## src/rtl/scan_txn_pkg.sv

```systemverilog
// Shared definitions for the scan-driven static bus initiator: frame layout,
// op encodings, response bit positions and FSM state type.
package scan_txn_pkg;

   localparam int unsigned FRAME_W  = 54;
   localparam int unsigned ADDR_F_W = 20;
   localparam int unsigned DATA_F_W = 32;

   // Command frame field offsets
   localparam int unsigned OP_LSB   = 0;
   localparam int unsigned ADDR_LSB = 2;
   localparam int unsigned DATA_LSB = 22;

   // Response frame bit positions (addr/data reuse the command offsets)
   localparam int unsigned RSP_DONE = 0;
   localparam int unsigned RSP_TO   = 1;

   localparam logic [1:0] OP_NOP = 2'b00;
   localparam logic [1:0] OP_WR  = 2'b01;
   localparam logic [1:0] OP_RD  = 2'b10;

   typedef enum logic [1:0] {
      IDLE,
      SETUP,
      WAIT
   } state_e;

   // Assemble the response frame loaded back into the shift register
   function automatic logic [FRAME_W-1:0] build_rsp(input logic                timeout,
                                                    input logic [ADDR_F_W-1:0] addr,
                                                    input logic [DATA_F_W-1:0] data);
      logic [FRAME_W-1:0] f;
      f                        = '0;
      f[RSP_DONE]              = 1'b1;
      f[RSP_TO]                = timeout;
      f[ADDR_LSB +: ADDR_F_W]  = addr;
      f[DATA_LSB +: DATA_F_W]  = data;
      return f;
   endfunction

endpackage

```

## src/rtl/scan_frame_sr.sv

```systemverilog
// Frame shift register: serial in at the MSB end, serial out of bit 0,
// parallel load for the response frame. Load takes priority over shift.
module scan_frame_sr
   import scan_txn_pkg::*;
(
   input  logic               clk,
   input  logic               rst_n,
   input  logic               shift_en,
   input  logic               load_en,
   input  logic [FRAME_W-1:0] load_data,
   input  logic               scan_in,
   output logic               scan_out,
   output logic [FRAME_W-1:0] q
);

   logic [FRAME_W-1:0] r_fr;

   // Parallel load wins over shifting; otherwise hold
   always_ff @(posedge clk or negedge rst_n) begin
      if (!rst_n) begin
         r_fr <= '0;
      end else if (load_en) begin
         r_fr <= load_data;
      end else if (shift_en) begin
         r_fr <= {scan_in, r_fr[FRAME_W-1:1]};
      end
   end

   assign scan_out = r_fr[0];
   assign q        = r_fr;

endmodule

```

## src/rtl/scan_txn_initiator.sv

```systemverilog
// Initiator end of the group-mux static bus. A serially loaded command frame is
// launched by scan_update; the transaction is announced by toggling scan_id and
// completes on a rising edge of static_ready or on timeout. The response frame
// is then parallel-loaded into the same shift register for shift-out.
// The frame layout assumes the default ADDR_W/DATA_W; TIMEOUT must be >= 1.
module scan_txn_initiator
   import scan_txn_pkg::*;
#(
   parameter int unsigned ADDR_W  = 20,
   parameter int unsigned DATA_W  = 32,
   parameter int unsigned TIMEOUT = 1023
) (
   input  logic              clk,
   input  logic              rst_n,
   input  logic              scan_en,
   input  logic              scan_in,
   input  logic              scan_update,
   output logic              scan_out,
   output logic              busy,
   output logic              err,
   output logic              static_wen,
   output logic              static_ren,
   output logic [ADDR_W-1:0] static_addr,
   output logic [DATA_W-1:0] static_wdata,
   input  logic [DATA_W-1:0] static_rdata,
   input  logic              static_ready,
   output logic              scan_id
);

   localparam int unsigned      CNT_W    = $clog2(TIMEOUT + 1);
   // Counter value seen in the last permitted WAIT cycle
   localparam logic [CNT_W-1:0] CNT_LAST = CNT_W'(TIMEOUT - 1);

   state_e              r_state;
   logic                r_ready_q;
   logic [CNT_W-1:0]    r_cnt;
   logic                r_busy;
   logic                r_err;
   logic                r_wen;
   logic                r_ren;
   logic [ADDR_W-1:0]   r_addr;
   logic [DATA_W-1:0]   r_wdata;
   logic                r_scan_id;

   logic [FRAME_W-1:0]  w_frame;
   logic [FRAME_W-1:0]  w_load_data;
   logic [DATA_W-1:0]   w_rsp_data;
   logic [1:0]          w_op;
   logic                w_op_valid;
   logic                w_rise;
   logic                w_launch;
   logic                w_done_ok;
   logic                w_done_to;
   logic                w_shift;
   logic                w_load;

   scan_frame_sr u_frame (
      .clk       (clk),
      .rst_n     (rst_n),
      .shift_en  (w_shift),
      .load_en   (w_load),
      .load_data (w_load_data),
      .scan_in   (scan_in),
      .scan_out  (scan_out),
      .q         (w_frame)
   );

   // Decode the held frame, detect the ready edge and form control strobes
   always_comb begin
      w_op = w_frame[OP_LSB +: 2];
      unique case (w_op)
         OP_NOP:       w_op_valid = 1'b0;
         OP_WR, OP_RD: w_op_valid = 1'b1;
         default:      w_op_valid = 1'b0;
      endcase
      // Only a fresh edge completes, so a level left high from before is ignored
      w_rise    = static_ready & ~r_ready_q;
      // scan_en wins over scan_update in the same cycle
      w_launch  = (r_state == IDLE) && scan_update && !scan_en && w_op_valid;
      w_shift   = (r_state == IDLE) && scan_en;
      w_done_ok = (r_state == WAIT) && w_rise;
      w_done_to = (r_state == WAIT) && !w_rise && (r_cnt == CNT_LAST);
      w_load    = w_done_ok | w_done_to;
      // Reads return the data sampled on the ready-edge cycle; writes echo wdata
      w_rsp_data  = r_wen ? r_wdata : static_rdata;
      w_load_data = build_rsp(w_done_to, r_addr, w_rsp_data);
   end

   // Transaction FSM with all bus-facing outputs registered
   always_ff @(posedge clk or negedge rst_n) begin
      if (!rst_n) begin
         r_state   <= IDLE;
         r_ready_q <= 1'b0;
         r_cnt     <= '0;
         r_busy    <= 1'b0;
         r_err     <= 1'b0;
         r_wen     <= 1'b0;
         r_ren     <= 1'b0;
         r_addr    <= '0;
         r_wdata   <= '0;
         r_scan_id <= 1'b0;
      end else begin
         r_ready_q <= static_ready;
         unique case (r_state)
            IDLE: begin
               if (w_launch) begin
                  r_addr  <= w_frame[ADDR_LSB +: ADDR_W];
                  r_wdata <= w_frame[DATA_LSB +: DATA_W];
                  r_wen   <= (w_op == OP_WR);
                  r_ren   <= (w_op == OP_RD);
                  r_busy  <= 1'b1;
                  r_err   <= 1'b0;
                  r_state <= SETUP;
               end
            end
            SETUP: begin
               r_scan_id <= ~r_scan_id;
               r_cnt     <= '0;
               r_state   <= WAIT;
            end
            WAIT: begin
               if (w_done_ok) begin
                  r_wen   <= 1'b0;
                  r_ren   <= 1'b0;
                  r_busy  <= 1'b0;
                  r_state <= IDLE;
               end else if (w_done_to) begin
                  r_wen   <= 1'b0;
                  r_ren   <= 1'b0;
                  r_busy  <= 1'b0;
                  r_err   <= 1'b1;
                  r_state <= IDLE;
               end else begin
                  r_cnt <= r_cnt + CNT_W'(1);
               end
            end
            default: r_state <= IDLE;
         endcase
      end
   end

   assign busy         = r_busy;
   assign err          = r_err;
   assign static_wen   = r_wen;
   assign static_ren   = r_ren;
   assign static_addr  = r_addr;
   assign static_wdata = r_wdata;
   assign scan_id      = r_scan_id;

endmodule
```

## config.mk

```make
export PLATFORM = sky130hd
export DESIGN_NAME = scan_txn_initiator
export DESIGN_NICKNAME = d
export VERILOG_FILES = /design/src/rtl/scan_txn_pkg.sv /design/src/rtl/scan_frame_sr.sv /design/src/rtl/scan_txn_initiator.sv
export SDC_FILE = /design/constraint.sdc
export NUM_CORES = 1
export LEC_CHECK = 0
export CAP_MARGIN = 20
export CORE_UTILIZATION = 40
export CTS_BUF_LIST = sky130_fd_sc_hd__clkbuf_2 sky130_fd_sc_hd__clkbuf_4 sky130_fd_sc_hd__clkbuf_8
export DETAILED_ROUTE_END_ITERATION = 7
export GPL_ROUTABILITY_DRIVEN = 0
export PLACE_DENSITY = 0.72
export SLEW_MARGIN = 20
export SYNTH_ARGS = -nofsm -noshare
export SYNTH_HDL_FRONTEND = slang
export SYNTH_SLANG_ARGS = --single-unit
```

## constraint.sdc

```tcl
create_clock -name clk -period 2.3 [get_ports clk]
set_input_delay 0.575 -clock clk [delete_from_list [all_inputs] [get_ports clk]]
set_output_delay 0.575 -clock clk [all_outputs]
set_load 0.005 [all_outputs]
```

Word level (Yosys, flattened, before mapping) --
Index checks and enable logic that the tools add are counted.
Operators by class: add/sub/neg operators 1, equal/unequal tests 10, muxes and demuxes 23, bitwise gates (word level) 4, reduce and logical (&&, ||, !) cells 19
Operators with widths (number):
- two-way mux 54 bit | 2
- two-way mux 32 bit | 1
- two-way mux 10 bit | 2
- case mux 10 bit (2 select lines) | 1
- adder 10 x 1 -> 10 bit, second input constant | 1
- == test 10 bit, second input constant | 1
- two-way mux 1 bit | 9
- inequality test 2 bit, second input constant | 4
- case mux 1 bit (2 select lines) | 4
- logical AND 1 bit | 7
- two-way mux 2 bit | 3
- case mux 2 bit (3 select lines) | 1
- AND reduction 3 bit | 2
- nonzero test 2 bit | 3
- == test 2 x 1 -> 1 bit, second input constant | 2
- == test 2 bit, second input constant | 2
- AND reduction 2 bit | 2
- AND reduction 4 bit | 1
- inequality test 3 bit, second input constant | 1
- logical NOT 1 bit | 2
- logical NOT 2 bit | 1
- inverter 1 bit | 2
- OR reduction 2 bit | 1
- AND 1 bit | 1
- bitwise OR 1 bit | 1
Word-level totals: bits in registers 124, input bits 38, output and inout bits 58, logic and storage cells 68

Logic depth before layout (Yosys ltp) --
depth in word-level cells 8, depth in mapped cells 7, depth with buffers taken out 6

Modules after synthesis --
From an unflattened synthesis, not the netlist that was laid out.
Second synthesis, totals: cells, all modules 476, area total of the unflattened synthesis 5811.8 um^2
Modules (own cells, without submodules):
- scan_txn_initiator | instances 1, cells each 241, area an instance 3285.7 um^2, seq. area each 1751.7 um^2
- scan_frame_sr | instances 1, cells each 235, area an instance 2526.2 um^2, seq. area each 1351.3 um^2

Least setup slack after synthesis --
OpenSTA, ideal clock, no wires.
path type reg-to-reg, start point register u_frame.r_fr[0], in the netlist u_frame.q[0], end point register r_wdata[18], in the netlist static_wdata[18], library setup time 0.125 ns, arrival time 1.985 ns, data required time 2.175 ns, path slack 0.190 ns, cell stages (with the launch flop) 7, buffers on the path 1, clock period less this slack 2.110 ns, cells stage by stage dfrtp_1 inv_1 ha_1 or3b_4 nor3_4 buf_6 mux2_2
On the way: word-level cells in the longest chain between the ends 5, elaborated cells between the ends (all ways) 6, those cells by class 2 x eq/ne; 1 x mux; 3 x reduce/logical
RTL lines:
- start: declaration | line scan_frame_sr.sv:16 | logic [FRAME_W-1:0] r_fr;
- start signal: assignment | line scan_frame_sr.sv:23 | r_fr <= load_data;
- start signal: assignment | line scan_frame_sr.sv:25 | r_fr <= {scan_in, r_fr[FRAME_W-1:1]};
- == test 2 x 1 -> 1 bit / == test 2 bit (equally long branches) | line scan_txn_initiator.sv:71 | unique case (w_op)
- OR reduction 2 bit (*) | line scan_txn_initiator.sv:71
- two-way mux 1 bit (*) | line scan_txn_initiator.sv:71
- logical AND 1 bit (*) | line scan_txn_initiator.sv:79 | w_launch = (r_state == IDLE) && scan_update && !scan_en && w_op_valid;
- AND reduction 2 bit (no line) (*)
- end signal: assignment | line scan_txn_initiator.sv:108 | r_wdata <= w_frame[DATA_LSB +: DATA_W];
- end: declaration | line scan_txn_initiator.sv:42 | logic [DATA_W-1:0] r_wdata;
Mark *: on every way between the ends. The rest lies on a longest branch, timed or not. A chain may end at the register's enable or synchronous reset.

Worst setup path in the final report --
start point register u_frame.r_fr[0], in the netlist u_frame.q[0], end point register r_addr[19], in the netlist static_addr[19]
On the way: word-level cells in the longest chain between the ends 5, elaborated cells between the ends (all ways) 6, those cells by class 2 x eq/ne; 1 x mux; 3 x reduce/logical
RTL lines:
- == test 2 x 1 -> 1 bit / == test 2 bit (equally long branches) | line scan_txn_initiator.sv:71
- OR reduction 2 bit (*) | line scan_txn_initiator.sv:71
- two-way mux 1 bit (*) | line scan_txn_initiator.sv:71
- logical AND 1 bit (*) | line scan_txn_initiator.sv:79
- AND reduction 2 bit (no line) (*)
- end signal: assignment | line scan_txn_initiator.sv:107 | r_addr <= w_frame[ADDR_LSB +: ADDR_W];
- end: declaration | line scan_txn_initiator.sv:41 | logic [ADDR_W-1:0] r_addr;
Marks and branches as above.

==> metrics <==
status=complete, no violations; min-delay worst type=in2async; core footprint=14000 um2; die area=14900 um2; max incr delay on CP=0.41 ns; Final nets=566; max-slew violations=0; final setup violation count=0; HPWL after DPL=8.28 mm; Vias/cell=5.31; via count=3782; Area after DPL=7020 um2; CP Launch Type=flip-flop; CTS Sinks=124; clk buf depth=2; drt wl/cell=17.1 um; Area Overhead vs Synth=27.5%; Seq/Total Area, Yosys=53.8%; Fin. Hold Viols=0; Design Area, Final=7350 um2; Clock transition at path regs=0.06 ns; Synth Flop Type=dfrtp_1; CTS Buf Count=17; CTS tree=yes; critical path arrival=2.46 ns; most instantiated library cell after synthesis=dfrtp_1; fin crit period=2.14 ns; post_cts resized=0; DR pass1 iterations=6; fill count=1199; Buf/Inv on CP=2; Die Y=122 um; starting density of the core=41.2%; Hold WS=0.134 ns; Yosys warning total=0; worst path cell trace=inv_1 -> ha_1 -> or3b_4 -> nor3_4 -> buf_12 -> mux2_2; top cell type's share of synthesized area=53.8%; grt peak-use layer=met2; Die X=122 um; Crit-path slowest cell=or3b_4; grt total ovfl=0; antenna violations before repair=0; H-tree Lvls=4; power density cells=1160 nW/um2; antenna-violating nets left=0; share of layout cells above drive strength 1=26.1%; setup skew after layout=0.00753 ns; CP delay by family, top=simple AND/OR/NAND/NOR gates; syn_nets=456; number of synthesized flops with an enable pin=0; worst path required time=2.62 ns; synthesized cell area=5770 um2; met3 usage=5.34%; worst setup path class=reg2reg; Post-CTS Setup Bufs=0; synth cell count leaders=124 x dfrtp_1, 96 x mux2i_1, 88 x mux2_2, 9 x nand2_1, 8 x buf_2; vias in the first global route=4069; clk root buf=clkbuf_8; fin crit share=92.9%; met2 Usage GRT=27.6%; Yosys reg bits=124; Worst Tran Pin Value=0.572 ns; Slew headroom=61.7%; Worst Setup End Kind=flip-flop; row count=43; crit-path max FO=40; Syn Area/Cell=13.9 um2; met1 usage=23.8%; RSZ-0062 raised after global routing=false; setup tns final=0 ns; asr flop ratio synth=100%; # DRC=0; max-cap violation count=0; port buffer count=95; largest net degree at the start of global routing=44; fmax=0.468 GHz; leakage power=3.48 nW; Post-CTS Hold Fix Bufs=0; synth top area cells=dfrtp_1 54%, mux2_2 17%, mux2i_1 17%, buf_6 0.98%, ha_1 0.87%; synth unique cells=43; Peak supply drop=0.556 mV; area leader, netlist=dfrtp_1; gr usage total=18.0%; Post-Synthesis Cells=414; Clock Latency Late Sink=0.44 ns; first-pass GRT wire length=20.6 mm; drt initial violations=200; IO Count=96; number of diodes=0; final wirelength=12.2 mm
where the power goes:
| group | switching [W] | internal [W] |
|---|---|---|
| logic | 0.00122 | 0.00195 |
| registers | 0.000679 | 0.00302 |
| clock network | 0.000779 | 0.000859 |
area by class of cell:
class / instances / area, um2 / area share [%]
sequential: 124 / 3100 / 42.2
multi-input combinational: 265 / 2520 / 34.3
timing repair buffer: 113 / 1160 / 15.8
clock buffer: 24 / 312 / 4.24
tap: 180 / 225 / 3.06
clock inverter: 3 / 15.0 / 0.204
inverter: 3 / 11.3 / 0.153
cells in the final DEF, fill, tap and decap left out, types with 2 or more instances in the layout:
| cell | count |
|---|---|
| a22oi_1 | 3 |
| a311o_1 | 2 |
| and3_1 | 2 |
| and4_1 | 3 |
| buf_12 | 6 |
| buf_4 | 13 |
| clkbuf_4 | 3 |
| clkbuf_8 | 21 |
| clkdlybuf4s50_1 | 94 |
| clkinv_2 | 3 |
| dfrtp_1 | 123 |
| ha_1 | 4 |
| inv_1 | 3 |
| mux2_1 | 4 |
| mux2_2 | 88 |
| mux2i_1 | 96 |
| nand2_1 | 8 |
| nand2b_1 | 3 |
| nand3_1 | 7 |
| nand4_1 | 2 |
| nor2_1 | 7 |
| nor3_1 | 4 |
| nor4_1 | 2 |
| o211ai_1 | 3 |
| o21ai_0 | 4 |
| o2bb2ai_1 | 2 |
| o31ai_1 | 2 |
sequential cells by signal, summed over array words and instances, names as in the netlist:
register      count
static_wdata     32
r_state           2
r_ready_q         1
static_addr      20
u_frame.q        54
static_ren        1
static_wen        1
r_cnt            10
err               1
scan_id           1
busy              1
worst register-to-register path: cells and delay by family, from the launching register on:
kind	cells	cell delay, ns
adders and majority gates	1	0.33
buffers and inverters	2	0.33
DFF	1	0.37
muxes	1	0.40
and+or+nand+nor	2	0.60
cell families (layout without fill, tap and decap cells):
family / Yosys count / after routing / synth area share [%]
multiplexers: 188 / 188 / 34.6
AND/OR/NAND/NOR: 46 / 46 / 4.54
XOR/XNOR: 1 / 1 / 0.152
AO/OA/AOI/OAI: 26 / 26 / 3.34
adder cells (fa/ha/maj): 4 / 4 / 0.868
flip-flops: 124 / 124 / 53.8
buffers and inverters: 25 / 143 / 2.65
metrics by stage:
stage               cells  util [%]  total power, W  worst slack [ns]
floorplan             414         -         0.00552             0.190
global route          712      52.5         0.00908            0.0546
CTS                   712      52.5         0.00860             0.156
detailed placement    685      50.2         0.00694            -0.114
global placement      685      50.2         0.00680           -0.0684
finish                712      52.5         0.00850             0.163
layer usage:
| metal | wire (um) | part of all wire [%] | vias to the layer above |
|---|---|---|---|
| met2 | 5740 | 47 | 93 |
| met5 | 0 | 0 | - |
| met3 | 683 | 5.6 | 21 |
| met4 | 225 | 1.9 | 0 |
| li1 | - | - | 1745 |
| met1 | 5510 | 45 | 1923 |
path summary, 6_finish.rpt:
path	from	endpoint	slack, ns	cells past startpoint
min reg2reg	scan_id	scan_id	0.47	1
max in group asynchronous	rst_n	u_frame.q[30]	1.54	2
max reg2reg	u_frame.q[0]	static_addr[19]	0.16	6
min in group clk	scan_id	scan_id	0.47	1
min	rst_n	static_addr[6]	0.13	1
max	u_frame.q[0]	static_addr[19]	0.16	6
No activity file was read; power rests on OpenSTA's default activity.
